## config.mk

```make
export PLATFORM = sky130hd
export DESIGN_NAME = inst_fetch_unit
export DESIGN_NICKNAME = d
export VERILOG_FILES = /design/src/rtl/inst_fetch_unit.sv
export SDC_FILE = /design/constraint.sdc
export NUM_CORES = 1
export LEC_CHECK = 0
export CORE_ASPECT_RATIO = 0.6
export CORE_MARGIN = 1.5
export CORE_UTILIZATION = 45
export CTS_BUF_LIST = sky130_fd_sc_hd__clkbuf_16
export CTS_CLUSTER_SIZE = 14
export DETAILED_ROUTE_END_ITERATION = 7
export GPL_TIMING_DRIVEN = 0
export PLACE_DENSITY_LB_ADDON = 0.3
export REMOVE_ABC_BUFFERS = 1
export SKIP_LAST_GASP = 1
export SLEW_MARGIN = 20
export SYNTH_ARGS = -nofsm -noshare
export SYNTH_HDL_FRONTEND = slang
export SYNTH_SLANG_ARGS = --single-unit
```

## constraint.sdc

```tcl
create_clock -name clk -period 3.59 [get_ports clk]
set_input_delay 0.5385 -clock clk [delete_from_list [all_inputs] [get_ports clk]]
set_output_delay 0.5385 -clock clk [all_outputs]
set_load 0.05 [all_outputs]
```

## src/rtl/inst_fetch_unit.sv

```systemverilog
// inst_fetch_unit: fetches one instruction per pc strobe over a req/ack memory port.
// Define FETCH_CACHE_EN to add a one-entry last-instruction buffer.
module inst_fetch_unit #(
    parameter int         MEM_LAT_MAX = 15,
    parameter logic [5:0] HALT_OPCODE = 6'h3F
) (
    input  logic        clk,
    input  logic        RST,
    input  logic [31:0] pc,
    input  logic        pc_valid,
    output logic [31:0] mem_addr,
    output logic        mem_req,
    input  logic        mem_ack,
    input  logic [31:0] mem_rdata,
    output logic [31:0] ins,
    output logic [5:0]  opcode,
    output logic [15:0] immd16,
    output logic [25:0] immd26,
    output logic        ins_valid,
    output logic        stall,
    output logic        fault,
    output logic        halted
);
    typedef enum logic [1:0] {IDLE, WAIT, HALT} state_t;
    localparam logic [7:0] LAT = 8'(MEM_LAT_MAX);
    state_t      state;
    logic [7:0]  cnt;
    logic [7:0]  cnt_nx;
    logic        hit;
    logic [31:0] hit_data;
    assign cnt_nx = cnt + 8'd1;
    assign opcode = ins[31:26];
    assign immd16 = ins[15:0];
    assign immd26 = ins[25:0];
`ifdef FETCH_CACHE_EN
    logic [31:0] tag;
    logic [31:0] cdata;
    logic        cvalid;
    assign hit      = cvalid && tag == pc;
    assign hit_data = cdata;
    always_ff @(posedge clk or negedge RST) begin
        if (!RST) begin
            tag    <= '0;
            cdata  <= '0;
            cvalid <= 1'b0;
        end else if (state == WAIT && mem_ack) begin
            tag    <= mem_addr;
            cdata  <= mem_rdata;
            cvalid <= 1'b1;
        end
    end
`else
    assign hit      = 1'b0;
    assign hit_data = '0;
`endif
    always_ff @(posedge clk or negedge RST) begin
        if (!RST) begin
            state     <= IDLE;
            cnt       <= '0;
            mem_addr  <= '0;
            mem_req   <= 1'b0;
            ins       <= '0;
            ins_valid <= 1'b0;
            stall     <= 1'b0;
            fault     <= 1'b0;
            halted    <= 1'b0;
        end else begin
            ins_valid <= 1'b0;
            case (state)
                IDLE: if (pc_valid && !halted) begin
                    if (pc[1:0] != 2'b00) begin
                        ins       <= '0;
                        fault     <= 1'b1;
                        ins_valid <= 1'b1;
                    end else if (hit) begin
                        ins       <= hit_data;
                        ins_valid <= 1'b1;
                        fault     <= 1'b0;
                        if (hit_data[31:26] == HALT_OPCODE) begin
                            halted <= 1'b1;
                            stall  <= 1'b1;
                            state  <= HALT;
                        end
                    end else begin
                        mem_addr <= pc;
                        mem_req  <= 1'b1;
                        stall    <= 1'b1;
                        fault    <= 1'b0;
                        cnt      <= '0;
                        state    <= WAIT;
                    end
                end
                WAIT: begin
                    if (mem_ack) begin
                        ins       <= mem_rdata;
                        ins_valid <= 1'b1;
                        mem_req   <= 1'b0;
                        halted    <= mem_rdata[31:26] == HALT_OPCODE;
                        stall     <= mem_rdata[31:26] == HALT_OPCODE;
                        state     <= mem_rdata[31:26] == HALT_OPCODE ? HALT : IDLE;
                    end else begin
                        cnt <= cnt_nx;
                        if (cnt_nx == LAT) begin
                            mem_req   <= 1'b0;
                            ins       <= '0;
                            fault     <= 1'b1;
                            ins_valid <= 1'b1;
                            stall     <= 1'b0;
                            state     <= IDLE;
                        end
                    end
                end
                HALT: begin
                    stall   <= 1'b1;
                    mem_req <= 1'b0;
                end
                default: state <= IDLE;
            endcase
        end
    end
endmodule

```

==> flow_summary.json <==
{
  "cts_resized": 0,
  "crit_required_ns": 3.85,
  "grt_pass1_vias": 3419,
  "tritoncts": "built",
  "port_buffers": 184,
  "nNetsFinal": 633,
  "route.detailed.drc": 0,
  "dp_hpwl_um": 7580,
  "post-route-period-util": 0.730,
  "synthFlopType": "dfrtp_1",
  "finClkSkew_ns": 0.00597,
  "clkTransAtPathRegs_ns": 0.06,
  "crit_family": "simple AND/OR/NAND/NOR gates",
  "p_per_area_mw_per_mm2": 1080,
  "synth_top_family_by_area": "simple AND/OR/NAND/NOR gates",
  "netlist-cell-type-count": 42,
  "synth_xor_area_frac": 0.00223,
  "gp_congestion": 0.817,
  "drtPass1Iterations": 4,
  "grt_usage": 0.238,
  "critical_path.max_fanout": 32,
  "rsz0062_at_grt": "false",
  "path_cells": "clkdlybuf4s50_1 > nor2b_1 > a31oi_4 > buf_16 > nor2_4 > a22oi_1 > o21ai_1",
  "netlist_area_mm2": 0.00392,
  "first_iter_violations": 234,
  "p_leak_nw": 2.49,
  "synth_seq_area_share": 0.504,
  "fp.dieH_um": 75.3,
  "r2r_slack_ns": 1.04,
  "dieArea_mm2": 0.00930,
  "drt_wl_total_um": 10700,
  "clock_sinks": 79,
  "totalPowerFinal_mw": 6.35,
  "post_drt_wl_per_cell_um": 15.8,
  "path_buf_inv": 2,
  "max_freq_mhz": 381,
  "synth_fa_ha_area_frac": 0.0160,
  "synth_compound_area_frac": 0.160,
  "vias": 3471,
  "worst_pin_slew_ns": 1.06,
  "critPathMaxStageDelay_ns": 0.62,
  "cts_buffers": 9,
  "slew_headroom": 0.295,
  "diodes": 0,
  "instances_no_fill": 675,
  "core_area_mm2": 0.00849,
  "clockBufferDepth": 2,
  "netlist_instances": 433,
  "post_cts.repair.setup_buffers": 0,
  "grt_overflow": 0,
  "r2r_cells": 8,
  "insertion_delay_ns": 0.34,
  "critPathLaunch": "pc_valid",
  "die_x_um": 124,
  "r2r-end": "ins[14]$_DFFE_PN0P_",
  "cp-endpoint": "ins[14]$_DFFE_PN0P_",
  "cp-start-kind": "primary input",
  "muxShareOfSynthArea": 0.00798,
  "ys_ff_latch": 79,
  "crit_slowest_cell": "nor2_4",
  "hold_viol": 0,
  "outcome": "completed",
  "synthSimpleGateAreaFrac": 0.186,
  "ys_async_sr_fraction": 1.00,
  "area_growth_pct": 49.4,
  "fin_setup_tns_ns": 0,
  "drv_slew": 0,
  "holdCritPathClass": "primary input to async pin",
  "ctsHtreeMaxLevel": 3,
  "num_io_pins": 185,
  "num_rows": 26,
  "ir_drop_mv": 0.696,
  "maxCapViolCount": 0,
  "start_util": 0.462,
  "endpoint_kind": "flip-flop",
  "worstSetupPathDepth": 7,
  "synth_edf_count": 0,
  "period_minus_slack_ns": 2.62,
  "hold_buffers": 0,
  "final_layout_size_suffix_gt1_frac": 0.0551,
  "crit_arrival_ns": 2.89,
  "cts-root-buf": "clkbuf_16",
  "grt_pass1_wl_um": 16800,
  "place_inst": 661,
  "viasPerCell": 5.14,
  "grt_max_degree": 42,
  "setup_viol": 0,
  "antenna_found_initial": 0,
  "place_ws_ns": 0.501,
  "antenna_left": 0,
  "finalWorstSetupSlack_ns": 0.969,
  "synth_area_per_cell_um2": 9.06,
  "path_class": "primary input to flip-flop",
  "r2r-start": "state[1]$_DFFE_PN0P_",
  "yosysWarnings": 0
}
-- cells in the mapped netlist, types with 5 or more instances --
cell type / n / share of area
o21ai_1: 8 / 0.010
buf_4: 48 / 0.092
nand2_1: 136 / 0.13
clkbuf_1: 18 / 0.017
nor2b_1: 6 / 0.0096
a22oi_1: 32 / 0.061
dfrtp_1: 79 / 0.50
a21oi_1: 8 / 0.010
nor3_1: 6 / 0.0077
inv_1: 7 / 0.0067
o21ai_0: 31 / 0.040
ha_1: 5 / 0.016
-- worst reg2reg max path: cells and delay by family, from the launching register on --
family	cells	cell delay (ns)
and+or+nand+nor	2	0.90
buffers and inverters	2	0.34
AOI/OAI and AO/OA	3	0.43
DFF	1	0.42
adders and majority gates	1	0.38
-- cell usage in the layout, fill, tap and decap left out, types with 3 or more instances in the layout --
cell,count
a21oi_1,8
a22oi_1,32
clkbuf_16,9
clkdlybuf4s50_1,183
clkinv_2,3
dfrtp_1,79
ha_1,5
inv_1,7
nand2_1,136
nand3_1,3
nor2_1,3
nor2b_1,5
nor3_1,6
o21ai_0,31
o21ai_1,8
-- layer usage --
metal	routed length, um	track usage
met1	4690	0.323
met5	0	0
met2	4960	0.364
met3	916	0.0891
met4	113	0.0690
-- state kept, by name (all words and copies together), names as in the netlist, 2 cells and up --
register,flops
ins,32
mem_addr,32
cnt,8
state,2
-- how the worst min path moves through the flow --
stage / slack (ns) / start / endpoint / cells after the start
after detailed placement: 0.46 / mem_addr[12]$_DFFE_PN0P_ / mem_addr[12]$_DFFE_PN0P_ / 2
final: 0.18 / RST / cnt[2]$_DFFE_PN0P_ / 1
after floorplan: 0.24 / RST / cnt[0]$_DFFE_PN0P_ / 0
after global routing: 0.21 / RST / cnt[2]$_DFFE_PN0P_ / 1
after global placement: 0.46 / mem_addr[27]$_DFFE_PN0P_ / mem_addr[27]$_DFFE_PN0P_ / 2
after CTS: 0.19 / RST / cnt[5]$_DFFE_PN0P_ / 1
-- power breakdown --
part	total, mW	leakage, nW	internal (mW)	switching, mW
Sequential	1.53	1.01	1.24	0.297
Combinational	3.87	1.32	1.26	2.61
Clock	0.944	0.151	0.597	0.347
-- layout make-up --
cell class	instances	area (um^2)
clock buffers	9	225
inverters	7	26.3
fillers	634	2630
clock inverters	5	75.1
well taps	112	140
multi-input cells	276	1500
flip-flops and latches	79	1980
repair buffers	187	1910
-- cells by family after synthesis --
group / Yosys count
xor+xnor: 1
buf+inv: 78
fa+ha+maj: 5
mux: 3
compound gates: 96
flops: 79
simple gates: 171
-- stage by stage --
stage | area [um^2] | hold slack, ns | utilization
floorplan | 3460 | 0.243 | -
global placement | 5440 | 0.460 | 0.641
detailed placement | 5560 | 0.461 | 0.654
CTS | 5860 | 0.190 | 0.690
global route | 5860 | 0.206 | 0.690
finish | 5860 | 0.178 | 0.690
Power figures use the tool's default switching activity.
